File: config.mk
export PLATFORM = sky130hd
export DESIGN_NAME = lsu_dmem_ctrl_flat
export DESIGN_NICKNAME = d
export VERILOG_FILES = /design/src/rtl/lsu_dmem_ctrl_pkg.sv /design/src/rtl/lsu_dmem_ctrl_if.sv /design/src/rtl/lsu_dmem_ctrl_load_align.sv /design/src/rtl/lsu_dmem_ctrl.sv /design/src/flat_wrapper.sv
export SDC_FILE = /design/constraint.sdc
export NUM_CORES = 1
export LEC_CHECK = 0
export CAP_MARGIN = 40
export CORE_ASPECT_RATIO = 0.6
export CORE_MARGIN = 3
export CORE_UTILIZATION = 43
export CTS_CLUSTER_DIAMETER = 150
export DETAILED_ROUTE_END_ITERATION = 10
export GPL_TIMING_DRIVEN = 0
export PLACE_DENSITY = 0.84
export SLEW_MARGIN = 20
export SYNTH_ARGS = -nofsm -noshare
export SYNTH_HDL_FRONTEND = slang
export SYNTH_SLANG_ARGS = --single-unit
File: constraint.sdc
create_clock -name clock -period 2.8 [get_ports clock]
set_input_delay 0.56 -clock clock [delete_from_list [all_inputs] [get_ports clock]]
set_output_delay 0.56 -clock clock [all_outputs]
set_load 0.01 [all_outputs]
File: src/rtl/lsu_dmem_ctrl_pkg.sv
// Shared LSU definitions: access-size codes, FSM state encoding and byte-lane mask helper.
package npc_lsu_pkg;

  localparam logic [1:0] SZ_B = 2'd0;
  localparam logic [1:0] SZ_H = 2'd1;
  localparam logic [1:0] SZ_W = 2'd2;

  typedef enum logic [1:0] {
    IDLE,
    ACCESS,
    RESP
  } lsu_state_t;

  // Unshifted byte-enable pattern for an access size; the illegal size enables no lanes.
  function automatic logic [3:0] size_mask(input logic [1:0] size);
    case (size)
      SZ_B:    size_mask = 4'b0001;
      SZ_H:    size_mask = 4'b0011;
      SZ_W:    size_mask = 4'b1111;
      default: size_mask = 4'b0000;
    endcase
  endfunction

endpackage

File: src/rtl/lsu_dmem_ctrl_if.sv
// Core-side request/response bus and RAM data-port bus of the load/store unit.
interface lsu_core_if #(
  parameter int unsigned ADDR_W = 32,
  parameter int unsigned DATA_W = 32
);
  logic              req_valid;
  logic              req_ready;
  logic              req_wen;
  logic [ADDR_W-1:0] req_addr;
  logic [1:0]        req_size;
  logic              req_unsigned;
  logic [DATA_W-1:0] req_wdata;
  logic              resp_valid;
  logic              resp_ready;
  logic [DATA_W-1:0] resp_rdata;
  logic              resp_err;

  modport master (
    output req_valid, req_wen, req_addr, req_size, req_unsigned, req_wdata, resp_ready,
    input  req_ready, resp_valid, resp_rdata, resp_err
  );
  modport slave (
    input  req_valid, req_wen, req_addr, req_size, req_unsigned, req_wdata, resp_ready,
    output req_ready, resp_valid, resp_rdata, resp_err
  );
endinterface

interface lsu_dmem_if #(
  parameter int unsigned ADDR_W = 32,
  parameter int unsigned DATA_W = 32
);
  logic              dmem_ren;
  logic [ADDR_W-1:0] dmem_raddr;
  logic [DATA_W-1:0] dmem_rdata;
  logic              dmem_wen;
  logic [ADDR_W-1:0] dmem_waddr;
  logic [DATA_W-1:0] dmem_wdata;
  logic [DATA_W-1:0] dmem_wstrb;

  modport master (
    output dmem_ren, dmem_raddr, dmem_wen, dmem_waddr, dmem_wdata, dmem_wstrb,
    input  dmem_rdata
  );
  modport slave (
    input  dmem_ren, dmem_raddr, dmem_wen, dmem_waddr, dmem_wdata, dmem_wstrb,
    output dmem_rdata
  );
endinterface

File: src/rtl/lsu_dmem_ctrl_load_align.sv
// Combinational load aligner: selects the addressed byte/half of a RAM word and extends it.
module lsu_load_align
  import npc_lsu_pkg::*;
(
  input  logic [31:0] rdata_i,
  input  logic [1:0]  off_i,
  input  logic [1:0]  size_i,
  input  logic        unsigned_i,
  output logic [31:0] data_o
);

  logic [31:0] shifted;

  assign shifted = rdata_i >> {off_i, 3'b000};

  always_comb begin
    data_o = '0;
    case (size_i)
      SZ_B:    data_o = {{24{~unsigned_i & shifted[7]}}, shifted[7:0]};
      SZ_H:    data_o = {{16{~unsigned_i & shifted[15]}}, shifted[15:0]};
      SZ_W:    data_o = shifted;
      default: data_o = '0;
    endcase
  end

endmodule

File: src/rtl/lsu_dmem_ctrl.sv
// Load/store front-end: one request at a time, alignment check, single-cycle RAM access, held response.
module lsu_dmem_ctrl
  import npc_lsu_pkg::*;
#(
  parameter int unsigned ADDR_W = 32,
  parameter int unsigned DATA_W = 32
) (
  input  logic          clock,
  input  logic          reset,
  lsu_core_if.slave     core,
  lsu_dmem_if.master    dmem
);

  lsu_state_t        state_q, state_d;
  logic [ADDR_W-1:0] addr_q, addr_d;
  logic [1:0]        size_q, size_d;
  logic              wen_q, wen_d;
  logic              uns_q, uns_d;
  logic              err_q, err_d;
  logic [DATA_W-1:0] wdata_q, wdata_d;
  logic [DATA_W-1:0] rdata_q, rdata_d;

  logic              req_err;
  logic [1:0]        off;
  logic [31:0]       load_data;
  logic [31:0]       wrep;
  logic [3:0]        strb;

  assign off = addr_q[1:0];

  always_comb begin
    case (core.req_size)
      SZ_B:    req_err = 1'b0;
      SZ_H:    req_err = core.req_addr[0];
      SZ_W:    req_err = |core.req_addr[1:0];
      default: req_err = 1'b1;
    endcase
  end

  lsu_load_align u_load_align (
    .rdata_i    (dmem.dmem_rdata),
    .off_i      (off),
    .size_i     (size_q),
    .unsigned_i (uns_q),
    .data_o     (load_data)
  );

  // Replicating the store data across lanes lets one shift place it under any strobe pattern.
  always_comb begin
    case (size_q)
      SZ_B:    wrep = {4{wdata_q[7:0]}};
      SZ_H:    wrep = {2{wdata_q[15:0]}};
      default: wrep = wdata_q;
    endcase
  end

  assign strb = size_mask(size_q) << off;

  always_comb begin
    state_d         = state_q;
    addr_d          = addr_q;
    size_d          = size_q;
    wen_d           = wen_q;
    uns_d           = uns_q;
    err_d           = err_q;
    wdata_d         = wdata_q;
    rdata_d         = rdata_q;
    core.req_ready  = 1'b0;
    core.resp_valid = 1'b0;
    core.resp_rdata = '0;
    core.resp_err   = 1'b0;
    dmem.dmem_ren   = 1'b0;
    dmem.dmem_raddr = '0;
    dmem.dmem_wen   = 1'b0;
    dmem.dmem_waddr = '0;
    dmem.dmem_wdata = '0;
    dmem.dmem_wstrb = '0;
    case (state_q)
      IDLE: begin
        core.req_ready = reset;
        if (core.req_valid && reset) begin
          addr_d  = core.req_addr;
          size_d  = core.req_size;
          wen_d   = core.req_wen;
          uns_d   = core.req_unsigned;
          wdata_d = core.req_wdata;
          err_d   = req_err;
          rdata_d = '0;
          state_d = req_err ? RESP : ACCESS;
        end
      end
      ACCESS: begin
        dmem.dmem_raddr = {addr_q[ADDR_W-1:2], 2'b00};
        dmem.dmem_waddr = {addr_q[ADDR_W-1:2], 2'b00};
        // Enables are gated by reset so a store caught by reset never reaches the RAM.
        if (wen_q) begin
          dmem.dmem_wen   = reset;
          dmem.dmem_wdata = wrep << {off, 3'b000};
          dmem.dmem_wstrb = {{(DATA_W-4){1'b0}}, strb};
        end else begin
          dmem.dmem_ren   = reset;
          rdata_d         = load_data;
        end
        state_d = RESP;
      end
      RESP: begin
        core.resp_valid = 1'b1;
        core.resp_rdata = rdata_q;
        core.resp_err   = err_q;
        if (core.resp_ready) state_d = IDLE;
      end
      default: state_d = IDLE;
    endcase
  end

  always_ff @(posedge clock) begin
    if (!reset) begin
      state_q <= IDLE;
      addr_q  <= '0;
      size_q  <= '0;
      wen_q   <= 1'b0;
      uns_q   <= 1'b0;
      err_q   <= 1'b0;
      wdata_q <= '0;
      rdata_q <= '0;
    end else begin
      state_q <= state_d;
      addr_q  <= addr_d;
      size_q  <= size_d;
      wen_q   <= wen_d;
      uns_q   <= uns_d;
      err_q   <= err_d;
      wdata_q <= wdata_d;
      rdata_q <= rdata_d;
    end
  end

endmodule
File: src/flat_wrapper.sv
// flat-port wrapper written by rule: the top's interface ports become plain ports
module lsu_dmem_ctrl_flat import npc_lsu_pkg::*;
#(
  parameter int unsigned ADDR_W = 32,
  parameter int unsigned DATA_W = 32
)
  (clock, reset, core_req_valid, core_req_wen, core_req_addr, core_req_size, core_req_unsigned, core_req_wdata, core_resp_ready, core_req_ready, core_resp_valid, core_resp_rdata, core_resp_err, dmem_dmem_ren, dmem_dmem_raddr, dmem_dmem_wen, dmem_dmem_waddr, dmem_dmem_wdata, dmem_dmem_wstrb, dmem_dmem_rdata);
  lsu_core_if #(.ADDR_W(ADDR_W), .DATA_W(DATA_W)) core_i ();
  lsu_dmem_if #(.ADDR_W(ADDR_W), .DATA_W(DATA_W)) dmem_i ();
  input  logic clock;
  input  logic reset;
  input wire logic [$bits(core_i.req_valid)-1:0] core_req_valid;
  input wire logic [$bits(core_i.req_wen)-1:0] core_req_wen;
  input wire logic [$bits(core_i.req_addr)-1:0] core_req_addr;
  input wire logic [$bits(core_i.req_size)-1:0] core_req_size;
  input wire logic [$bits(core_i.req_unsigned)-1:0] core_req_unsigned;
  input wire logic [$bits(core_i.req_wdata)-1:0] core_req_wdata;
  input wire logic [$bits(core_i.resp_ready)-1:0] core_resp_ready;
  output wire logic [$bits(core_i.req_ready)-1:0] core_req_ready;
  output wire logic [$bits(core_i.resp_valid)-1:0] core_resp_valid;
  output wire logic [$bits(core_i.resp_rdata)-1:0] core_resp_rdata;
  output wire logic [$bits(core_i.resp_err)-1:0] core_resp_err;
  output wire logic [$bits(dmem_i.dmem_ren)-1:0] dmem_dmem_ren;
  output wire logic [$bits(dmem_i.dmem_raddr)-1:0] dmem_dmem_raddr;
  output wire logic [$bits(dmem_i.dmem_wen)-1:0] dmem_dmem_wen;
  output wire logic [$bits(dmem_i.dmem_waddr)-1:0] dmem_dmem_waddr;
  output wire logic [$bits(dmem_i.dmem_wdata)-1:0] dmem_dmem_wdata;
  output wire logic [$bits(dmem_i.dmem_wstrb)-1:0] dmem_dmem_wstrb;
  input wire logic [$bits(dmem_i.dmem_rdata)-1:0] dmem_dmem_rdata;
  assign core_i.req_valid = core_req_valid;
  assign core_i.req_wen = core_req_wen;
  assign core_i.req_addr = core_req_addr;
  assign core_i.req_size = core_req_size;
  assign core_i.req_unsigned = core_req_unsigned;
  assign core_i.req_wdata = core_req_wdata;
  assign core_i.resp_ready = core_resp_ready;
  assign core_req_ready = core_i.req_ready;
  assign core_resp_valid = core_i.resp_valid;
  assign core_resp_rdata = core_i.resp_rdata;
  assign core_resp_err = core_i.resp_err;
  assign dmem_dmem_ren = dmem_i.dmem_ren;
  assign dmem_dmem_raddr = dmem_i.dmem_raddr;
  assign dmem_dmem_wen = dmem_i.dmem_wen;
  assign dmem_dmem_waddr = dmem_i.dmem_waddr;
  assign dmem_dmem_wdata = dmem_i.dmem_wdata;
  assign dmem_dmem_wstrb = dmem_i.dmem_wstrb;
  assign dmem_i.dmem_rdata = dmem_dmem_rdata;
  lsu_dmem_ctrl #(.ADDR_W(ADDR_W), .DATA_W(DATA_W)) u_core (.clock(clock), .reset(reset), .core(core_i), .dmem(dmem_i));
endmodule
==> impl_metrics.env <==
export IMPL_outcome="complete, no violations"
export IMPL_yosysMostFrequentCell="nand2_1"
export IMPL_antenna_found_initial=0
export IMPL_placed_cells_incl_taps=1194
export IMPL_die_h_um=97.9
export IMPL_first_pass_iters=5
export IMPL_synth_main_ff_cell="dfxtp_1"
export IMPL_start_util=0.455
export IMPL_area_growth_pct=54.0
export IMPL_clock_path_buffers=2
export IMPL_final_setup_tns_ns=0
export IMPL_io_pins=269
export IMPL_yosysSeqAreaShare=0.341
export IMPL_endpoint_kind="output port"
export IMPL_clock_skew_final_ns=0.0100
export IMPL_cp_arrival_ns=2.22
export IMPL_critical_path_class="register to output port"
export IMPL_setup_ws_ns=0.0237
export IMPL_r2r_end="u_core.rdata_q[25]$_SDFFE_PN0P_"
export IMPL_relSlewSlack=0.550
export IMPL_cts_root_buf="clkbuf_16"
export IMPL_core_area_um2=13300
export IMPL_drive_above_1_share=0.189
export IMPL_synthArstFlopShare=0
export IMPL_ys_types=45
export IMPL_rr_worst_depth=6
export IMPL_critPathMaxFanout=10
export IMPL_instances_no_fill=1226
export IMPL_synth_top_cell_by_area="dfxtp_1"
export IMPL_holdWs_ns=0.455
export IMPL_tightest_slew_ns=0.674
export IMPL_fill_cells=1068
export IMPL_holdCritStartpoint="u_core.rdata_q[11]$_SDFFE_PN0P_"
export IMPL_grt_pass1_wl_mm=34.7
export IMPL_max_freq_mhz=360
export IMPL_final_nets=1143
export IMPL_clkLatencyLatePin_ns=0.35
export IMPL_p_total_mw=3.85
export IMPL_antennaDiodeCount=0
export IMPL_drv_cap=0
export IMPL_viasPerCell=5.37
export IMPL_ant_nets=0
export IMPL_peakVddDrop_mv=0.282
export IMPL_leakagePower_nw=3.72
export IMPL_rows=32
export IMPL_wl_per_cell_um=18.8
export IMPL_dieArea_um2=15600
export IMPL_syn_area_per_cell_um2=8.17
export IMPL_fp_dieW_um=159
export IMPL_critPathRequiredTime_ns=2.24
export IMPL_whs_endpoint="u_core.rdata_q[11]$_SDFFE_PN0P_"
export IMPL_hold_depth=1
export IMPL_totalWireLength_mm=23.1
export IMPL_grt_max_degree=20
export IMPL_setup_viol=0
export IMPL_synthTopCellsByArea="dfxtp_1, nand2_1, o21ai_0, buf_4, and2_1"
export IMPL_portBuffers=235
export IMPL_cts_tree="done"
export IMPL_postSynthCellCount=741
export IMPL_cts_buffers=9
export IMPL_grtUsageTotal=0.278
export IMPL_drc=0
export IMPL_routabilityCongestion=0.966
export IMPL_holdBufCountCts=0
export IMPL_clk_pin_slew_ns=0.07
export IMPL_hold_viol_final=0
export IMPL_gr_total_overflow=0
export IMPL_hold_path_class="register to register"
export IMPL_power_density_nw_per_um2=413
export IMPL_synth_top_cell_area_share=0.341
export IMPL_yosys_warnings=0
export IMPL_synthTopCellsByCount="nand2_1, dfxtp_1, o21ai_0"
export IMPL_reg2reg_slack_ns=0.59
export IMPL_synth_edf_count=0
export IMPL_htreeDepth=3
export IMPL_dpl_worst_slack_ns=-0.384
export IMPL_synth_area_um2=6050
export IMPL_drtIter0Drc=769
export IMPL_cts_sinks=103
export IMPL_grt_pass1_vias=5989
export IMPL_min_period_ns=2.78
export IMPL_crit_reg2reg_launch="u_core.size_q[1]$_SDFFE_PN0P_"
export IMPL_ys_ff_latch=103
export IMPL_post_route_period_util=0.992
export IMPL_vias=6585
export IMPL_hpwl_mm=17.5
export IMPL_drv_slew=0
export IMPL_critPathLaunchType="register"
-- routing by layer --
layer	routed length [um]	part of all wire	track usage	vias up
met4	228	0.0099	0.0424	0
met5	0	0	0	-
met3	2610	0.11	0.0725	33
met1	10000	0.43	0.399	3106
met2	10300	0.44	0.431	397
li1	-	-	-	3049
-- kinds of logic (layout without fill, tap and decap cells) --
| family | Yosys count | in the layout | synth area share |
|---|---|---|---|
| DFF | 103 | 103 | 0.341 |
| other | 1 | 32 | 0.000620 |
| adders and majority gates | 5 | 5 | 0.0103 |
| AOI/OAI and AO/OA | 185 | 185 | 0.201 |
| and+or+nand+nor | 277 | 277 | 0.230 |
| buffers and inverters | 129 | 396 | 0.130 |
| muxes | 41 | 41 | 0.0862 |
-- critical path, cell delays in order (launching register included) --
cell and delay (ns):
dfxtp_2 0.36, inv_2 0.11, ha_4 0.18, buf_6 0.16, buf_6 0.16, a22oi_1 0.13, mux2_4 0.34, o21ai_4 0.17
clkdlybuf4s15_2 0.25
-- state kept, by name, indices dropped and copies added, names as in the netlist --
name / cells
u_core.err_q: 1
u_core.wdata_q: 32
u_core.size_q: 2
u_core.state_q: 2
u_core.uns_q: 1
u_core.rdata_q: 32
u_core.wen_q: 1
u_core.addr_q: 32
-- through the flow --
stage / util / area [um2]
3_3_place_gp: 0.659 / 8750
5_1_grt: 0.701 / 9320
4_1_cts: 0.692 / 9190
6_report: 0.701 / 9320
2_1_floorplan: - / 6170
3_5_place_dp: 0.659 / 8750
-- layout by cell type, fill, tap and decap left out, types with 4 or more instances in the layout --
master,count
clkbuf_1,18
o2bb2ai_1,7
nor2b_1,10
dlygate4sd2_1,19
o21ai_1,5
and2_1,71
mux2i_1,17
buf_1,4
a21oi_1,9
a22o_1,15
nor2_1,12
buf_6,15
a2bb2oi_1,7
clkdlybuf4s50_1,199
nand3_1,8
conb_1,32
o21ai_0,90
buf_2,22
mux4_2,8
a211oi_1,10
clkbuf_16,9
nand2_1,143
mux2_2,8
buf_4,80
nand3b_1,11
clkbuf_2,11
a211o_1,8
a221o_1,16
a22oi_1,9
mux2i_2,6
dfxtp_1,99
-- power breakdown --
group / switching, mW / internal (mW)
registers: 0.0845 / 1.57
clock network: 0.609 / 0.619
logic: 0.483 / 0.491
-- worst max path at each step --
stage	start	end	slack [ns]
6_report	u_core.size_q[0]$_SDFFE_PN0P_	dmem_dmem_wdata[31]	0.02
5_1_grt	u_core.size_q[0]$_SDFFE_PN0P_	dmem_dmem_wdata[15]	-0.03
4_1_cts	u_core.size_q[1]$_SDFFE_PN0P_	dmem_dmem_wdata[20]	-0.07
3_5_place_dp	u_core.size_q[0]$_SDFFE_PN0P_	dmem_dmem_wdata[31]	-0.38
3_3_place_gp	u_core.size_q[0]$_SDFFE_PN0P_	dmem_dmem_wdata[31]	-0.41
2_1_floorplan	u_core.size_q[1]$_SDFFE_PN0P_	dmem_dmem_wdata[21]	0.50
-- final cells by class --
cell class                      count  area [um2]  share of cell area
Multi-Input combinational cell    540        3430               0.369
Clock buffer                       10         229              0.0246
Clock inverter                      6        53.8             0.00577
Sequential cell                   103        2070               0.222
Tap cell                          187         234              0.0251
Inverter                            5        21.3             0.00228
Timing Repair Buffer              255        2450               0.263
Buffer                            120         827              0.0887
-- repair_timing --
item,4_1_cts,5_1_grt
pin swaps,4,6
gates resized for setup,122,35
setup buffers,14,6
cloned,0,1
setup endpoints to repair,106,68
Power figures use the tool's default switching activity.
